$ cat src/rtl/input_filter_16_pkg.sv
// Shared defaults for the input conditioning stage ahead of the DMA input scan.
package input_filter_16_pkg;

    localparam int N_IN_DEF    = 16;
    localparam int DEB_W_DEF   = 8;
    localparam int PRE_DIV_DEF = 1000;
    localparam int PRE_W_DEF   = 10;

endpackage

$ cat src/rtl/input_filter_16_debounce_channel.sv
// One debounce channel: counts ticks while the synchronized input disagrees with
// the debounced state and commits the new level once DEB_LEN ticks have elapsed.
module debounce_channel
    import input_filter_16_pkg::*;
#(
    parameter int DEB_W = DEB_W_DEF
) (
    input  logic             CLK,
    input  logic             CLR,
    input  logic             S,
    input  logic             TICK,
    input  logic [DEB_W-1:0] DEB_LEN,
    output logic             DB
);

    logic [DEB_W-1:0] cnt;
    logic [DEB_W:0]   cnt_inc;
    logic             bypass;
    logic             reached;

    assign bypass  = (DEB_LEN == '0);
    assign cnt_inc = {1'b0, cnt} + (DEB_W+1)'(1);
    // >= so a DEB_LEN lowered below the running count still commits on the next tick
    assign reached = (cnt_inc >= {1'b0, DEB_LEN});

    always_ff @(posedge CLK or negedge CLR) begin
        if (!CLR) begin
            cnt <= '0;
            DB  <= 1'b0;
        end else if (bypass) begin
            cnt <= '0;
            DB  <= S;
        end else if (S == DB) begin
            cnt <= '0;
        end else if (TICK) begin
            if (reached) begin
                cnt <= '0;
                DB  <= S;
            end else if (cnt != '1) begin
                cnt <= cnt_inc[DEB_W-1:0];
            end
        end
    end

endmodule

$ cat src/rtl/input_filter_16.sv
// Synchronizes, debounces and freezes 16 field inputs for the DMA scan, and keeps
// sticky per-bit change flags until acknowledged.
module input_filter_16
    import input_filter_16_pkg::*;
#(
    parameter int N_IN    = N_IN_DEF,
    parameter int DEB_W   = DEB_W_DEF,
    parameter int PRE_DIV = PRE_DIV_DEF,
    parameter int PRE_W   = PRE_W_DEF
) (
    input  logic             CLK,
    input  logic             CLR,
    input  logic [N_IN-1:0]  IN_RAW,
    input  logic [DEB_W-1:0] DEB_LEN,
    input  logic             FREEZE,
    input  logic             CHG_ACK,
    output logic [N_IN-1:0]  IN_F,
    output logic [N_IN-1:0]  CHG_MASK,
    output logic             CHG
);

    localparam logic [PRE_W-1:0] PRE_LAST = PRE_W'(PRE_DIV - 1);

    logic [N_IN-1:0]  sync_1;
    logic [N_IN-1:0]  sync_2;
    logic [N_IN-1:0]  db;
    logic [N_IN-1:0]  in_f_next;
    logic [N_IN-1:0]  chg_set;
    logic [N_IN-1:0]  mask_next;
    logic [PRE_W-1:0] pre_cnt;
    logic             started;
    logic             tick;

    always_ff @(posedge CLK or negedge CLR) begin
        if (!CLR) begin
            sync_1 <= '0;
            sync_2 <= '0;
        end else begin
            sync_1 <= IN_RAW;
            sync_2 <= sync_1;
        end
    end

    // started keeps PRE_DIV=1 from ticking in the first cycle out of reset
    always_ff @(posedge CLK or negedge CLR) begin
        if (!CLR) begin
            pre_cnt <= '0;
            started <= 1'b0;
        end else begin
            started <= 1'b1;
            pre_cnt <= (pre_cnt == PRE_LAST) ? '0 : pre_cnt + PRE_W'(1);
        end
    end

    assign tick = started && (pre_cnt == PRE_LAST);

    for (genvar i = 0; i < N_IN; i++) begin : g_ch
        debounce_channel #(
            .DEB_W(DEB_W)
        ) u_ch (
            .CLK    (CLK),
            .CLR    (CLR),
            .S      (sync_2[i]),
            .TICK   (tick),
            .DEB_LEN(DEB_LEN),
            .DB     (db[i])
        );
    end

    assign in_f_next = FREEZE ? IN_F : db;
    assign chg_set   = in_f_next ^ IN_F;
    assign mask_next = chg_set | (CHG_ACK ? '0 : CHG_MASK);

    always_ff @(posedge CLK or negedge CLR) begin
        if (!CLR) begin
            IN_F     <= '0;
            CHG_MASK <= '0;
            CHG      <= 1'b0;
        end else begin
            IN_F     <= in_f_next;
            CHG_MASK <= mask_next;
            CHG      <= |mask_next;
        end
    end

endmodule
$ cat config.mk
export PLATFORM = sky130hd
export DESIGN_NAME = input_filter_16
export DESIGN_NICKNAME = d
export VERILOG_FILES = /design/src/rtl/input_filter_16_pkg.sv /design/src/rtl/input_filter_16_debounce_channel.sv /design/src/rtl/input_filter_16.sv
export SDC_FILE = /design/constraint.sdc
export NUM_CORES = 1
export LEC_CHECK = 0
export CORE_MARGIN = 2
export CORE_UTILIZATION = 56
export CTS_BUF_LIST = sky130_fd_sc_hd__clkbuf_8
export CTS_CLUSTER_DIAMETER = 150
export CTS_CLUSTER_SIZE = 20
export DETAILED_ROUTE_END_ITERATION = 12
export PLACE_DENSITY_LB_ADDON = 0.1
export SLEW_MARGIN = 20
export SYNTH_ARGS = -nofsm -noshare
export SYNTH_HDL_FRONTEND = slang
export SYNTH_SLANG_ARGS = --single-unit
$ cat constraint.sdc
create_clock -name CLK -period 4 [get_ports CLK]
set_input_delay 0.8 -clock CLK [delete_from_list [all_inputs] [get_ports CLK]]
set_output_delay 0.8 -clock CLK [all_outputs]
set_load 0.02 [all_outputs]
Word-level counts from Yosys, hierarchy flattened
Index checks and enable logic that the tools add are counted.
W data, S select, Z words.
{"block": "word_totals", "reg_bits": 220, "in_bits": 28, "output_inout_bits": 33, "elab_cells": 354}
{"block": "classes", "add_sub_neg": 17, "magnitude_cmp": 16, "eq_ne": 49, "muxes": 147, "n_bitwise": 2, "reduce_logical": 84}
{"op": "$mux W8", "n": 80}
{"op": "$add A8 B1 Y9 const B", "n": 16}
{"op": "$ge A9 B8 Y1", "n": 16}
{"op": "$ne A8 B8 Y1 const B", "n": 16}
{"op": "$mux W1", "n": 64}
{"op": "$reduce_bool A4 Y1", "n": 16}
{"op": "$reduce_and A3 Y1", "n": 16}
{"op": "$reduce_bool A3 Y1", "n": 16}
{"op": "$reduce_bool A2 Y1", "n": 17}
{"op": "$mux W16", "n": 2}
{"op": "$reduce_and A2 Y1", "n": 16}
{"op": "$ne A2 B2 Y1 const B", "n": 15}
{"op": "$eq A1 B1 Y1", "n": 16}
{"op": "$or A16 B16 Y16", "n": 1}
{"op": "$reduce_or A16 Y1", "n": 1}
{"op": "$xor A16 B16 Y16", "n": 1}
{"op": "$add A10 B1 Y10 const B", "n": 1}
{"op": "$eq A10 B10 Y1 const B", "n": 1}
{"op": "$mux W10", "n": 1}
{"op": "$logic_not A8 Y1", "n": 1}
{"op": "$ne A2 B1 Y1 const B", "n": 1}
{"op": "$logic_and A1 B1 Y1", "n": 1}

Longest topological paths before layout
{"block": "logic_depth", "depth_word": 6, "depth_mapped": 12}

By module
A second synthesis with hierarchy kept.
{"block": "hier_totals", "hier_cells": 1758, "area_unflattened_um2": 16095.4}
{"mod": "debounce_channel (g_ch[0].u_ch ...)", "instances": 15, "cells_each": 98, "area_per_inst_um2": 838.3, "seq_area_each_um2": 225.2}
{"mod": "input_filter_16", "instances": 1, "cells_each": 190, "area_per_inst_um2": 2678.8, "seq_area_each_um2": 1901.8}
{"mod": "debounce_channel (g_ch[2].u_ch)", "instances": 1, "cells_each": 98, "area_per_inst_um2": 842.1, "seq_area_each_um2": 225.2}

Worst setup path before layout
No wires, ideal clock.
{"block": "synth_path", "path_kind": "reg2reg", "start": "register g_ch[6].u_ch.cnt[0]", "end": "register g_ch[6].u_ch.cnt[3]", "arrival_time_ns": 2.931, "t_required_ns": 3.921, "slack_ns": 0.990, "stages_incl_launch_ff": 12, "path_buffers": 0, "period_less_slack_ns": 3.010, "cell_sequence": "dfrtp_1 -> ha_1 -> nand3_1 -> or2_2 -> xnor2_1 -> ha_1 -> a21o_1 -> a22o_1 -> nor4_2 -> nand2_1 -> or4_1 -> a21oi_1"}
{"block": "synth_via", "elab_chain_len": 6}
{"item": "start, declared", "line": "input_filter_16_debounce_channel.sv:16", "rtl": "logic [DEB_W-1:0] cnt;"}
{"item": "start signal, assigned", "line": "input_filter_16_debounce_channel.sv:40", "rtl": "cnt <= cnt_inc[DEB_W-1:0];"}
{"item": "$add A8 B1 Y9", "line": "input_filter_16_debounce_channel.sv:22", "rtl": "assign cnt_inc = {1'b0, cnt} + (DEB_W+1)'(1);"}
{"item": "$ge A9 B8 Y1 / $mux W8 (equally long branches)", "line": "input_filter_16_debounce_channel.sv:24, input_filter_16_debounce_channel.sv:39"}
{"item": "$mux W8", "line": "input_filter_16_debounce_channel.sv:36", "rtl": "if (reached) begin"}
{"item": "$mux W8", "line": "input_filter_16_debounce_channel.sv:35", "rtl": "end else if (TICK) begin"}
{"item": "$mux W8", "line": "input_filter_16_debounce_channel.sv:33", "rtl": "end else if (S == DB) begin"}
{"item": "$mux W8", "line": "input_filter_16_debounce_channel.sv:30", "rtl": "end else if (bypass) begin"}
Parallel ways exist; a longest one is shown, timed or not. The select of a mux whose other input is x is not followed.
A chain may end at the register's enable or synchronous reset.

Worst setup path after layout
{"block": "layout_path", "start": "register g_ch[11].u_ch.cnt[0]", "end": "register g_ch[11].u_ch.cnt[5]"}
{"block": "layout_via", "elab_chain_len": 6}
{"item": "start, declared", "line": "input_filter_16_debounce_channel.sv:16"}
{"item": "start signal, assigned", "line": "input_filter_16_debounce_channel.sv:40"}
{"item": "$add A8 B1 Y9", "line": "input_filter_16_debounce_channel.sv:22"}
{"item": "$ge A9 B8 Y1 / $mux W8 (equally long branches)", "line": "input_filter_16_debounce_channel.sv:24, input_filter_16_debounce_channel.sv:39"}
{"item": "$mux W8", "line": "input_filter_16_debounce_channel.sv:36"}
{"item": "$mux W8", "line": "input_filter_16_debounce_channel.sv:35"}
{"item": "$mux W8", "line": "input_filter_16_debounce_channel.sv:33"}
{"item": "$mux W8", "line": "input_filter_16_debounce_channel.sv:30"}
Parallel ways exist; a longest one is shown, timed or not. The select of a mux whose other input is x is not followed.

==> results.py <==
metrics = {
    "run_status": {
        "outcome": "finished, final reports clean",
    },
    "grt": {
        "grtUsageMet2_pct": 38.8,
        "grt.met3_usage_pct": 3.62,
        "grt_usage_pct": 25.1,
        "antenna_found_initial": 0,
        "grt_pass1_wl_um": 54400,
        "grt-ovfl-total": 0,
        "grt_start_max_net_pins": 101,
        "top_usage_layer": "met2",
        "grtUsageMet1_pct": 38.2,
        "grt_pass1_vias": 10600,
    },
    "cts": {
        "clock_latency_ps": 540,
        "cts_num_sinks": 220,
        "cts_tree": "built",
        "cts-resized-gates": 0,
        "ctsHoldBuffers": 0,
        "htreeDepth": 1,
        "cts_setup_buffers": 0,
        "clk_pin_slew_ps": 130,
        "root_buffer": "clkbuf_8",
        "clock_path_buffers": 3,
        "cts_buffers": 14,
    },
    "synthesis": {
        "synth_edf_count": 0,
        "synth_top_area_cell": "dfrtp_1",
        "ys_types": 64,
        "syn_inst": 1481,
        "synth_area_um2": 14000,
        "ys_seq_elements": 220,
        "synth_warnings": 0,
        "yosysSeqAreaShare_pct": 39.2,
        "syn_area_per_cell_um2": 9.48,
        "synth_fp_nets": 1654,
        "synth_top_flop_cell": "dfrtp_1",
        "ys_async_sr_fraction_pct": 100,
        "synth_top_area_share_pct": 39.2,
        "synthTopCellsByArea": "dfrtp_1 (39%), ha_1 (13%), nand2_1 (5.7%)",
    },
    "critical_path": {
        "r2r_start": "g_ch[11].u_ch.cnt[0]$_DFFE_PN0P_",
        "r2r_end": "g_ch[11].u_ch.cnt[5]$_DFFE_PN0P_",
        "crit_fanout": 7,
        "crit_end": "g_ch[11].u_ch.cnt[5]$_DFFE_PN0P_",
        "crit_arrival_ps": 3700,
        "crit_chain": "ha_1, nand3_1, or2_2, xnor2_1, ha_1, a21o_1, a22o_1, nor4_2, nand2_1, or4_1, a21oi_1",
        "path_buf_inv": 0,
        "worstRegToRegCells": 11,
        "startpoint_type": "register",
        "worstPathRequired_ps": 4450,
        "path_common_cell": "ha_1",
        "cpMaxStageDelayCell": "or4_1",
        "crit_path_max_incr_delay_ps": 460,
        "end_kind": "register",
        "crit_cells": 11,
        "crit_family": "simple AND/OR/NAND/NOR gates",
        "criticalPathCategory": "register to register",
        "r2r_slack_ps": 740,
        "startpoint": "g_ch[11].u_ch.cnt[0]$_DFFE_PN0P_",
    },
    "drt": {
        "num_vias": 11200,
        "first_pass_iters": 5,
        "dr.first_iter.drc_count": 689,
        "finalWirelength_um": 31800,
        "antenna_left": 0,
        "wl_per_cell_um": 17.0,
        "drc": 0,
        "viasPerCell": 5.95,
    },
    "power": {
        "power.density_nw_per_um2": 232,
        "power.leakage_nw": 7.01,
        "p_int_mw": 2.67,
        "seqPwrFrac_pct": 63.3,
        "vdd_drop_max_v": 0.000281,
        "pwr-share-comb_pct": 7.3,
        "netSwitchingFraction_pct": 25.0,
        "pwr-share-clk_pct": 29.4,
        "finalPower_mw": 3.56,
        "net-switching-power_uw": 889,
    },
    "sta": {
        "setup-violations-final": 0,
        "slew_viol_final": 0,
        "hold_viol": 0,
        "relSlewSlack_pct": 41.4,
        "fin_crit_ps": 3260,
        "maxClockFrequency_mhz": 307,
        "worst_pin_slew_ps": 873,
        "clock_skew_ps": 33.2,
        "fin_tns_setup_ps": 0,
        "rsz0062_at_grt": "no",
        "fin_crit_sh_pct": 81.4,
    },
    "layout": {
        "mostFrequentLayoutCells": "dfrtp_1 (220), nand2_1 (213), ha_1 (145), nand3_1 (90), xnor2_1 (90)",
        "layout.nets": 1724,
        "fill_cells": 2054,
        "final_common_cell": "dfrtp_1",
        "final_layout_size_suffix_gt1_share_pct": 7.68,
        "areaGrowthSynthToFinish_pct": 9.28,
        "antenna_cells": 0,
        "stdcell_area_um2": 15300,
        "finish.utilization_pct": 62.7,
    },
    "place": {
        "hpwl_um": 22200,
        "place_congestion": 0.859,
        "place_area_um2": 15100,
        "io_buffers": 60,
    },
    "floorplan": {
        "coreArea_um2": 24500,
        "die_w_um": 162,
        "initial_core_util_pct": 57.4,
        "die_y_um": 162,
        "io_pins": 61,
        "dieArea_um2": 26400,
        "rows": 57,
    },
    "run": {
        "timing.max_cap.violations": 0,
    },
    "min_path": {
        "hold_path_class": "primary input to asynchronous set/reset pin",
    },
}
-- cells in the mapped netlist, types with 8 or more instances --
cell and instances:
or3_1 19, nand2_1 213, nand4_1 9, o21a_1 16, nand3b_1 13, ha_1 145, nand2b_1 13, a31oi_1 21
a21o_1 32, or4_1 12, nor3_1 25, xor2_1 39, a21oi_1 87, o22ai_1 18, dfrtp_1 220, mux2_2 34
and3_1 31, nor2b_1 19, inv_1 29, o21ai_0 58, or2_2 19, xnor2_1 90, clkbuf_1 18, nand3_1 90
a22o_1 12, a211oi_1 14, and2_1 8, nor2_1 66
-- cell type report --
| cell class | count | area, um^2 | share of cell area (%) |
|---|---|---|---|
| Sequential cell | 220 | 5510 | 35.9 |
| Tap cell | 324 | 405 | 2.64 |
| Multi-Input combinational cell | 1196 | 8250 | 53.8 |
| Clock buffer | 15 | 206 | 1.35 |
| Inverter | 29 | 109 | 0.709 |
| Timing Repair Buffer | 90 | 868 | 5.66 |
-- worst min path at each step --
| stage | start | cells after the start | end | slack [ps] |
|---|---|---|---|---|
| 3_3_place_gp | sync_1[10]$_DFF_PN0_ | 0 | sync_2[10]$_DFF_PN0_ | 330 |
| 6_report | CLR | 1 | g_ch[8].u_ch.cnt[3]$_DFFE_PN0P_ | 280 |
| 2_1_floorplan | sync_1[0]$_DFF_PN0_ | 0 | sync_2[0]$_DFF_PN0_ | 330 |
| 3_5_place_dp | sync_1[12]$_DFF_PN0_ | 0 | sync_2[12]$_DFF_PN0_ | 330 |
| 5_1_grt | CLR | 1 | g_ch[8].u_ch.cnt[0]$_DFFE_PN0P_ | 350 |
| 4_1_cts | CLR | 1 | g_ch[8].u_ch.cnt[4]$_DFFE_PN0P_ | 310 |
-- kinds of logic (layout without fill, tap and decap cells) --
| logic type | Yosys count | count (layout) | synth area share [%] |
|---|---|---|---|
| AOI/OAI and AO/OA | 325 | 325 | 15.0 |
| xor gates and xnor gates | 129 | 129 | 8.04 |
| muxes | 34 | 34 | 2.73 |
| adders and majority gates | 145 | 145 | 12.9 |
| other | 1 | 1 | 0.0267 |
| and+or+nand+nor | 562 | 562 | 20.0 |
| buffers and inverters | 65 | 134 | 2.09 |
| DFF | 220 | 220 | 39.2 |
-- metrics by stage --
step           std cells  hold WS [ps]  setup WS, ps
2_1_floorplan       1481           331           990
3_3_place_gp        1859           332           429
3_5_place_dp        1859           335           348
4_1_cts             1874           314           758
5_1_grt             1874           350           393
6_report            1874           278           742
-- metal layers --
layer	up-vias	wire [um]	part of all wire, %
li1	5489	-	-
met3	34	1500	4.7
met4	0	554	1.7
met1	5419	15900	50
met2	215	13900	44
met5	-	0	0
-- power groups by stage --
stage	sequential (mW)	clock (mW)	combinational (mW)
after floorplan	2.30	0	0.116
after global placement	2.30	0	0.259
after detailed placement	2.30	0	0.264
after CTS	2.25	1.10	0.265
after global routing	2.26	1.16	0.297
final	2.25	1.05	0.261
-- flip-flops by register name, summed over array words and instances (netlist names) --
name           count
g_ch.u_ch.cnt    128
CHG_MASK          16
IN_F              16
g_ch.u_ch.DB      16
sync_1            16
sync_2            16
pre_cnt           10
CHG                1
started            1
No activity file was read; power rests on OpenSTA's default activity.
